===== src/rtl/alarm_ring_ctrl.sv =====
// Alarm ring scheduler: match event -> bounded ring session, snooze, stop, lock-out.
// Optional snooze support is built when ALARM_SNOOZE_EN is defined.
module alarm_ring_ctrl #(
   parameter int RING_SEC   = 60,
   parameter int SNOOZE_SEC = 300,
   parameter int MAX_SNOOZE = 3
) (
   input  logic       clk,
   input  logic       rst_n,
   input  logic       i_tick_1hz,
   input  logic       i_alarm_match,
   input  logic       i_alarm_en,
   input  logic       i_snooze,
   input  logic       i_stop,
   output logic       o_buzz_en,
   output logic       o_blink,
   output logic [1:0] o_state,
   output logic [2:0] o_snooze_cnt
);

   typedef enum logic [1:0] {
      S_IDLE   = 2'b00,
      S_RING   = 2'b01,
      S_SNOOZE = 2'b10,
      S_LOCK   = 2'b11
   } state_t;

   localparam logic [8:0] RING_T   = 9'(RING_SEC);
   localparam logic [8:0] SNOOZE_T = 9'(SNOOZE_SEC);
   localparam logic [2:0] MAX_T    = 3'(MAX_SNOOZE);

   state_t     state_q;
   state_t     state_nx;
   logic [8:0] timer_q;
   logic [8:0] timer_nx;
   logic [2:0] cnt_q;
   logic [2:0] cnt_nx;
   logic       blink_q;
   logic       blink_nx;
   logic       buzz_q;
   logic       match_d;
   logic       trigger;

   // Rising edge of the match level only; LOCK covers the rest of the second.
   assign trigger = i_alarm_match & ~match_d & i_alarm_en;

   always_comb begin
      state_nx = state_q;
      timer_nx = timer_q;
      cnt_nx   = cnt_q;
      blink_nx = blink_q;
      if (!i_alarm_en) begin
         state_nx = S_IDLE;
         cnt_nx   = 3'd0;
         blink_nx = 1'b0;
      end else begin
         unique case (state_q)
            S_IDLE: begin
               if (trigger) begin
                  state_nx = S_RING;
                  timer_nx = RING_T;
                  cnt_nx   = 3'd0;
               end
            end
            S_RING: begin
               if (i_stop) begin
                  state_nx = S_LOCK;
`ifdef ALARM_SNOOZE_EN
               end else if (i_snooze && (cnt_q < MAX_T)) begin
                  state_nx = S_SNOOZE;
                  timer_nx = SNOOZE_T;
                  cnt_nx   = cnt_q + 3'd1;
                  blink_nx = 1'b0;
`endif
               end else if (i_tick_1hz) begin
                  if (timer_q == 9'd1) begin
                     state_nx = S_LOCK;
                  end else if (timer_q != 9'd0) begin
                     timer_nx = timer_q - 9'd1;
                  end
               end
            end
            S_SNOOZE: begin
`ifdef ALARM_SNOOZE_EN
               if (i_stop) begin
                  state_nx = S_LOCK;
               end else if (i_tick_1hz) begin
                  if (timer_q == 9'd1) begin
                     state_nx = S_RING;
                     timer_nx = RING_T;
                     blink_nx = 1'b0;
                  end else if (timer_q != 9'd0) begin
                     timer_nx = timer_q - 9'd1;
                     blink_nx = ~blink_q;
                  end
               end
`else
               state_nx = S_IDLE;
`endif
            end
            S_LOCK: begin
               if (!i_alarm_match) begin
                  state_nx = S_IDLE;
               end
            end
            default: begin
               state_nx = S_IDLE;
            end
         endcase
      end
      // Blink is only meaningful while snoozing.
      if (state_nx != S_SNOOZE) begin
         blink_nx = 1'b0;
      end
   end

   always_ff @(posedge clk) begin
      if (!rst_n) begin
         state_q <= S_IDLE;
         timer_q <= 9'd0;
         cnt_q   <= 3'd0;
         blink_q <= 1'b0;
         buzz_q  <= 1'b0;
         match_d <= 1'b0;
      end else begin
         state_q <= state_nx;
         timer_q <= timer_nx;
         cnt_q   <= cnt_nx;
         blink_q <= blink_nx;
         buzz_q  <= (state_nx == S_RING);
         match_d <= i_alarm_match;
      end
   end

   assign o_buzz_en = buzz_q;
   assign o_state   = state_q;

`ifdef ALARM_SNOOZE_EN
   assign o_blink      = blink_q;
   assign o_snooze_cnt = cnt_q;
`else
   logic unused_snooze;
   assign unused_snooze = i_snooze;
   assign o_blink       = 1'b0;
   assign o_snooze_cnt  = 3'd0;
`endif

endmodule


===== config.mk =====
export PLATFORM = sky130hd
export DESIGN_NAME = alarm_ring_ctrl
export DESIGN_NICKNAME = d
export VERILOG_FILES = /design/src/rtl/alarm_ring_ctrl.sv
export SDC_FILE = /design/constraint.sdc
export NUM_CORES = 1
export LEC_CHECK = 0
export ABC_AREA = 0
export BUFFER_PORTS_ARGS = -buffer_cell sky130_fd_sc_hd__buf_2
export CORE_MARGIN = 1
export CORE_UTILIZATION = 35
export DETAILED_ROUTE_END_ITERATION = 12
export PLACE_DENSITY = 0.65
export SKIP_LAST_GASP = 1
export SLEW_MARGIN = 20
export SYNTH_ARGS = -nofsm -noshare
export SYNTH_HDL_FRONTEND = slang
export SYNTH_SLANG_ARGS = --single-unit

===== constraint.sdc =====
create_clock -name clk -period 1.6 [get_ports clk]
set_input_delay 0.16 -clock clk [delete_from_list [all_inputs] [get_ports clk]]
set_output_delay 0.16 -clock clk [all_outputs]
set_load 0.01 [all_outputs]

==> metrics.yaml, run 1 <==
outcome: "finished, violations left"
violations: "negative setup slack"
vias: 780
grt_remaining_overflow: 0
drtIter0Drc: 29
fin_area_sq_mm: 0.00112
path_clk_slew_ns: 0.09
clk-insertion-delay-late_ns: 0.28
cts_max_level: 1
power.internal_uw: 598
grt_max_degree: 8
dp_slack_ns: -0.0964
synth_seq_area_share_pct: 34.5
power.density_mw_per_mm2: 768
synth.distinct_cells: 37
hold_viol_final: 0
worstSetupStartpoint: "timer_q[0]"
fin_crit_ns: 1.71
cts_buffers: 3
synth_cells: 88
finalMaxSlewViolations: 0
crit_required_ns: 1.76
avgRoutedWirePerCell_um: 13.3
setup_viol: 4
criticalPathCategory: "reg -> reg"
grt_pass1_vias: 661
finalWirelength_mm: 2.00
cts_tree: "built"
core_sq_mm: 0.00200
fin_ws_ns: -0.107
p_comb_share_pct: 33.3
grt_use_total_pct: 17.4
cts_buffer_depth: 2
ctsHoldBuffers: 0
syn-mean-instance-area_sq_um: 8.57
initial_utilization_pct: 37.7
drive_gt1_share_pct: 52.8
die_w_um: 48.4
drc: 0
final_nets: 134
critical_path.max_fanout: 4
place.gp.congestion: 0.883
p_leak_nw: 0.469
seqPwrFrac_pct: 42.4
min_from: "i_alarm_en"
crit_path_end_kind: "flop"
grt_pass1_wl_mm: 3.09
reg2reg_from: "timer_q[0]"
drtPass1Iterations: 4
worstHoldPathType: "in -> reg"
cp.arrival_ns: 1.87
clock_power_share_pct: 24.4
rows: 16
power.net_switching_uw: 264
cts_root_buf: "clkbuf_4"
rsz0062_at_grt: "yes"
die_area_sq_mm: 0.00235
crit_top_cell: "or3_4"
num_antenna_cells: 0
clock_sinks: 13
post-route-period-util_pct: 107
startpoint_type: "flop"
postLayoutCoreUtil_pct: 56.1
ys_ff_latch: 13
port_buffers: 8
dp_hpwl_mm: 1.50
netSwitchingFraction_pct: 30.7
max_freq_ghz: 0.586
antenna_found_initial: 0
ant_nets: 0
fin_setup_tns_ns: -0.203
cpMaxStageDelayCell: "or3_4"
synth_warnings: 0
die_h_um: 48.4
cpPeakStageDelay_ns: 0.39
placed_area_sq_um: 993
syn_area_sq_um: 754
clock_skew_ns: 0.00886
ioPinCount: 14
ir_worst_vdd_v: 0.000486
max_cap_violations: 0
routed_via_density: 5.20
layout-area-overhead-vs-synth_pct: 48.8
path_cells: "or3_4, or3_4, nand4b_1, mux2_4"
## metal layers
layer | vias to the layer above | wire (um) | global-route usage, %
met5 | - | 0 | 0
met4 | 0 | 27 | 8.33
met3 | 4 | 85 | 2.83
met2 | 23 | 964 | 26.8
met1 | 364 | 925 | 23.5
li1 | 389 | - | -
## repair_timing
item	4_1_cts	5_1_grt
endpoints found under the hold margin	0	0
cloned	0	0
resized for setup	10	11
pin swaps	0	4
setup buffers	0	3
setup endpoints to repair	7	8
## layout by cell type, fill, tap and decap left out, drive strengths merged
cell,Yosys,layout
nor2b,2,2
a31o,2,2
or3,2,2
o2111a,1,1
conb,1,4
a21oi,5,5
o22a,1,1
a21boi,1,1
and2,1,1
nand2,4,4
o2111ai,1,1
o311a,3,3
o22ai,1,1
clkbuf,1,4
or4,1,1
a211oi,1,1
and3,1,1
inv,9,9
nand4b,2,2
nor4,1,1
nand3,4,4
buf,4,33
o21ai,3,3
nand4,1,1
o221a,1,1
nor2,7,7
o31a,1,1
nand2b,1,1
o31ai,2,2
nor3,3,3
ha,3,3
or3b,2,2
mux2,2,2
dfxtp,13,13
## path summary, 6_finish.rpt
| check | slack [ns] | end | cells after the start |
|---|---|---|---|
| setup reg to reg | -0.11 | timer_q[7] | 4 |
| hold / removal | 0.11 | o_buzz_en | 2 |
| setup / recovery | -0.11 | timer_q[7] | 4 |
| hold reg to reg | 0.51 | timer_q[8] | 2 |
## metrics by stage
stage	cells	total power, mW	hold slack, ns
after floorplan	91	0.508	0.266
after global placement	143	0.605	0.387
after detailed placement	143	0.613	0.404
after CTS	147	0.843	0.113
after global routing	150	0.908	0.110
final	150	0.862	0.115
## worst max-delay path: cells and delay by family (launching register included)
kind             cells  cell delay (ns)
and+or+nand+nor      3             0.92
DFF                  1             0.35
muxes                1             0.32
## sequential cells by signal (all words and copies together), names as in the netlist
name and count:
o_state 2, o_buzz_en 1, match_d 1, timer_q 9
## synth_stat cells
library cell / count / area share [%]
dfxtp_1: 13 / 34
inv_1: 9 / 4.5
nor2_1: 7 / 3.5
a21oi_1: 5 / 3.3
buf_4: 4 / 4.0
nand2_1: 4 / 2.0
nand3_1: 4 / 2.7
ha_1: 3 / 5.0
nor3_1: 3 / 2.0
o311a_1: 3 / 4.0
a31o_2: 2 / 2.3
nand4b_1: 2 / 2.3
nor2b_1: 2 / 1.7
o21ai_0: 2 / 1.3
o31ai_1: 2 / 2.0
or3_1: 2 / 1.7
a211oi_1: 1 / 1.0
a21boi_0: 1 / 1.0
and2_1: 1 / 0.83
and3_1: 1 / 0.83
clkbuf_1: 1 / 0.50
conb_1: 1 / 0.50
mux2_1: 1 / 1.5
mux2_2: 1 / 1.5
nand2b_1: 1 / 0.83
nand4_1: 1 / 0.83
nor4_2: 1 / 1.7
o2111a_1: 1 / 1.5
o2111ai_1: 1 / 1.2
o21ai_1: 1 / 0.66
o221a_2: 1 / 1.5
o22a_1: 1 / 1.2
o22ai_2: 1 / 1.7
o31a_1: 1 / 1.2
or3b_2: 1 / 1.2
or3b_4: 1 / 1.5
or4_1: 1 / 1.0
## power groups by stage
stage | sequential, mW | combinational (mW) | clock [mW]
floorplan | 0.370 | 0.139 | 0
global placement | 0.366 | 0.240 | 0
CTS | 0.363 | 0.271 | 0.209
detailed placement | 0.367 | 0.246 | 0
finish | 0.365 | 0.287 | 0.210
global route | 0.367 | 0.311 | 0.230
## cell families after synthesis
| kind of cell | count (synthesis) | synth area share, % |
|---|---|---|
| compound gates | 23 | 23.7 |
| fa+ha+maj | 3 | 4.98 |
| buf+inv | 14 | 8.95 |
| flops | 13 | 34.5 |
| mux | 2 | 2.98 |
| other cells | 1 | 0.497 |
| simple gates | 32 | 24.4 |
## layout make-up
class	count	area, sq um
Inverter	9	33.8
Sequential cell	13	265
Multi-Input combinational cell	64	528
Timing Repair Buffer	33	235
Clock buffer	4	26.3
Tap cell	27	33.8
Fill cell	180	880
No activity file was read; power rests on OpenSTA's default activity.
==> run 2, diff against run 1 <==
--- a/config.mk
+++ b/config.mk
@@ -10,7 +10,7 @@
 export CORE_MARGIN = 1
 export CORE_UTILIZATION = 35
 export DETAILED_ROUTE_END_ITERATION = 12
-export PLACE_DENSITY = 0.65
+export PLACE_DENSITY = 0.63
 export SKIP_LAST_GASP = 1
 export SLEW_MARGIN = 20
 export SYNTH_ARGS = -nofsm -noshare
==> constraint.sdc (replaced) <==
create_clock -name clk -period 1.7 [get_ports clk]
set_input_delay 0.17 -clock clk [delete_from_list [all_inputs] [get_ports clk]]
set_output_delay 0.17 -clock clk [all_outputs]
set_load 0.01 [all_outputs]
==> run 2 against run 1 <==
Effect of this change:
- the flow still finishes with violations (negative setup slack)
- critical path depth stayed put
- setup slack improved by 0.11 ns
- total power fell by 8.4%
- combinational power is 12% lower
- clock-buffer cell count unchanged
- first-iteration DRC count decreased by 69%
- critical path type unchanged
==> metrics.yaml, run 2 (synthesized netlist as in run 1, its figures left out) <==
top_register: "timer_q"  # unchanged
drtIter0Drc: 9  # was 29
initial_utilization_pct: 37.7  # unchanged
cts_buffers: 3  # unchanged
hold_viol_final: 0  # unchanged
final_common_cell: "buf_4"  # unchanged
routed_via_density: 5.10  # was 5.20
ir_worst_vdd_v: 0.000328  # was 0.000486 V
antenna_found_initial: 0  # unchanged
clk-insertion-delay-late_ns: 0.28  # about the same
ioPinCount: 14  # unchanged
cts_root_buf: "clkbuf_4"  # unchanged
vias: 730  # was 780
max_freq_ghz: 0.588  # was 0.586 GHz
finalWirelength_mm: 2.00  # about the same
outcome: "finished, violations left"  # unchanged
critical_path.max_fanout: 4  # unchanged
layout-area-overhead-vs-synth_pct: 40.6  # was 48.8%
die_w_um: 48.4  # unchanged
netSwitchingFraction_pct: 30.4  # was 30.7%
grt_remaining_overflow: 0  # unchanged
crit_path_end_kind: "flop"  # unchanged
finalMaxSlewViolations: 0  # unchanged
drive_gt1_share_pct: 50.0  # was 52.8%
violations: "negative setup slack"  # unchanged
cts_max_level: 1  # unchanged
power.density_mw_per_mm2: 744  # was 768 mW/mm^2
p_comb_share_pct: 32.0  # was 33.3%
port_buffers: 8  # unchanged
final_nets: 127  # was 134
drtPass1Iterations: 3  # was 4
core_sq_mm: 0.00200  # unchanged
cts_buffer_depth: 2  # unchanged
power.net_switching_uw: 240  # was 264 uW
rsz0062_at_grt: "yes"  # unchanged
ant_nets: 0  # unchanged
clock_sinks: 13  # unchanged
grt_pass1_wl_mm: 3.17  # was 3.09 mm
clock_skew_ns: 0.00382  # was 0.00886 ns
rows: 16  # unchanged
seqPwrFrac_pct: 43.7  # was 42.4%
drc: 0  # unchanged
crit_required_ns: 1.87  # was 1.76 ns
grt_use_total_pct: 17.8  # was 17.4%
path_clk_slew_ns: 0.08  # was 0.09 ns
placed_area_sq_um: 935  # was 993 sq um
fin_ws_ns: -0.00185  # was -0.107 ns
grt_pass1_vias: 707  # was 661
cts_tree: "built"  # unchanged
cp.arrival_ns: 1.87  # about the same
criticalPathCategory: "reg -> reg"  # unchanged
fin_crit_ns: 1.70  # was 1.71 ns
p_total_uw: 789  # was 862 uW
avgRoutedWirePerCell_um: 14.0  # was 13.3 um
p_leak_nw: 0.436  # was 0.469 nW
die_h_um: 48.4  # unchanged
clock_power_share_pct: 24.4  # about the same
die_area_sq_mm: 0.00235  # unchanged
largest_reg_flops: 9  # unchanged
fin_area_sq_mm: 0.00106  # was 0.00112 sq mm
mostFrequentLayoutCells: "buf_4 (18), inv_1 (8), buf_2 (8), dfxtp_1 (8), nor2_1 (7)"  # was buf_4 (23), dfxtp_1 (9), buf_2 (8)
place.gp.congestion: 0.808  # was 0.883
post-route-period-util_pct: 100  # was 107%
power.internal_uw: 550  # was 598 uW
startpoint_type: "flop"  # unchanged
setup_viol: 1  # was 4
worstHoldPathType: "in -> reg"  # unchanged
max_cap_violations: 0  # unchanged
dp_hpwl_mm: 1.40  # was 1.50 mm
grt_max_degree: 8  # unchanged
num_antenna_cells: 0  # unchanged
## run 2: timing repair
item	4_1_cts	5_1_grt
buffers inserted	0	1
hold buffers	0	0
resized for setup	8	17
pin swaps	1	7
setup endpoints to repair	7	7
## run 2: worst max-delay path: stages, from the launching register on
cell      delay, ns
dfxtp_4        0.36
or3_4          0.37
or3_4          0.33
nand4b_1       0.21
mux2_4         0.32
## run 2: per-stage QoR
step                setup TNS, ns  hold WS, ns  utilization, %  cells  setup slack (ns)
global route               -0.110        0.132            53.0    143           -0.0361
finish                   -0.00185        0.118            53.0    143          -0.00185
floorplan                       0        0.276               -     91            0.0202
global placement          -0.0222        0.402            46.7    138           -0.0222
CTS                       -0.0103        0.114            49.4    142          -0.00541
detailed placement        -0.0978        0.406            46.7    138           -0.0450
## run 2: worst paths after layout
path | start | end | slack, ns | depth (start not counted)
max | timer_q[0] | timer_q[7] | -0.002 | 4
min | i_alarm_match | match_d | 0.12 | 2
max reg2reg | timer_q[0] | timer_q[7] | -0.002 | 4
min reg2reg | timer_q[0] | timer_q[0] | 0.53 | 2
## run 2: routing by layer
| layer | vias to the layer above | share of wire (%) | track usage, % |
|---|---|---|---|
| met5 | - | 0 | 0 |
| met4 | 0 | 1.8 | 4.90 |
| met3 | 7 | 4.5 | 6.29 |
| met2 | 19 | 52 | 29.6 |
| met1 | 334 | 41 | 21.8 |
| li1 | 370 | - | - |
## run 2: area by class of cell
type	instances	area (sq um)
inverter	9	33.8
sequential	13	272
tap	27	33.8
multi-input combinational	64	520
clock buffer	4	26.3
timing repair buffer	26	175
fill	200	941
## run 2: power groups by stage
stage,logic (mW),registers (mW),clock network (mW)
4_1_cts,0.214,0.341,0.200
3_3_place_gp,0.198,0.346,0
2_1_floorplan,0.119,0.347,0
5_1_grt,0.275,0.349,0.217
6_report,0.252,0.345,0.192
3_5_place_dp,0.203,0.346,0
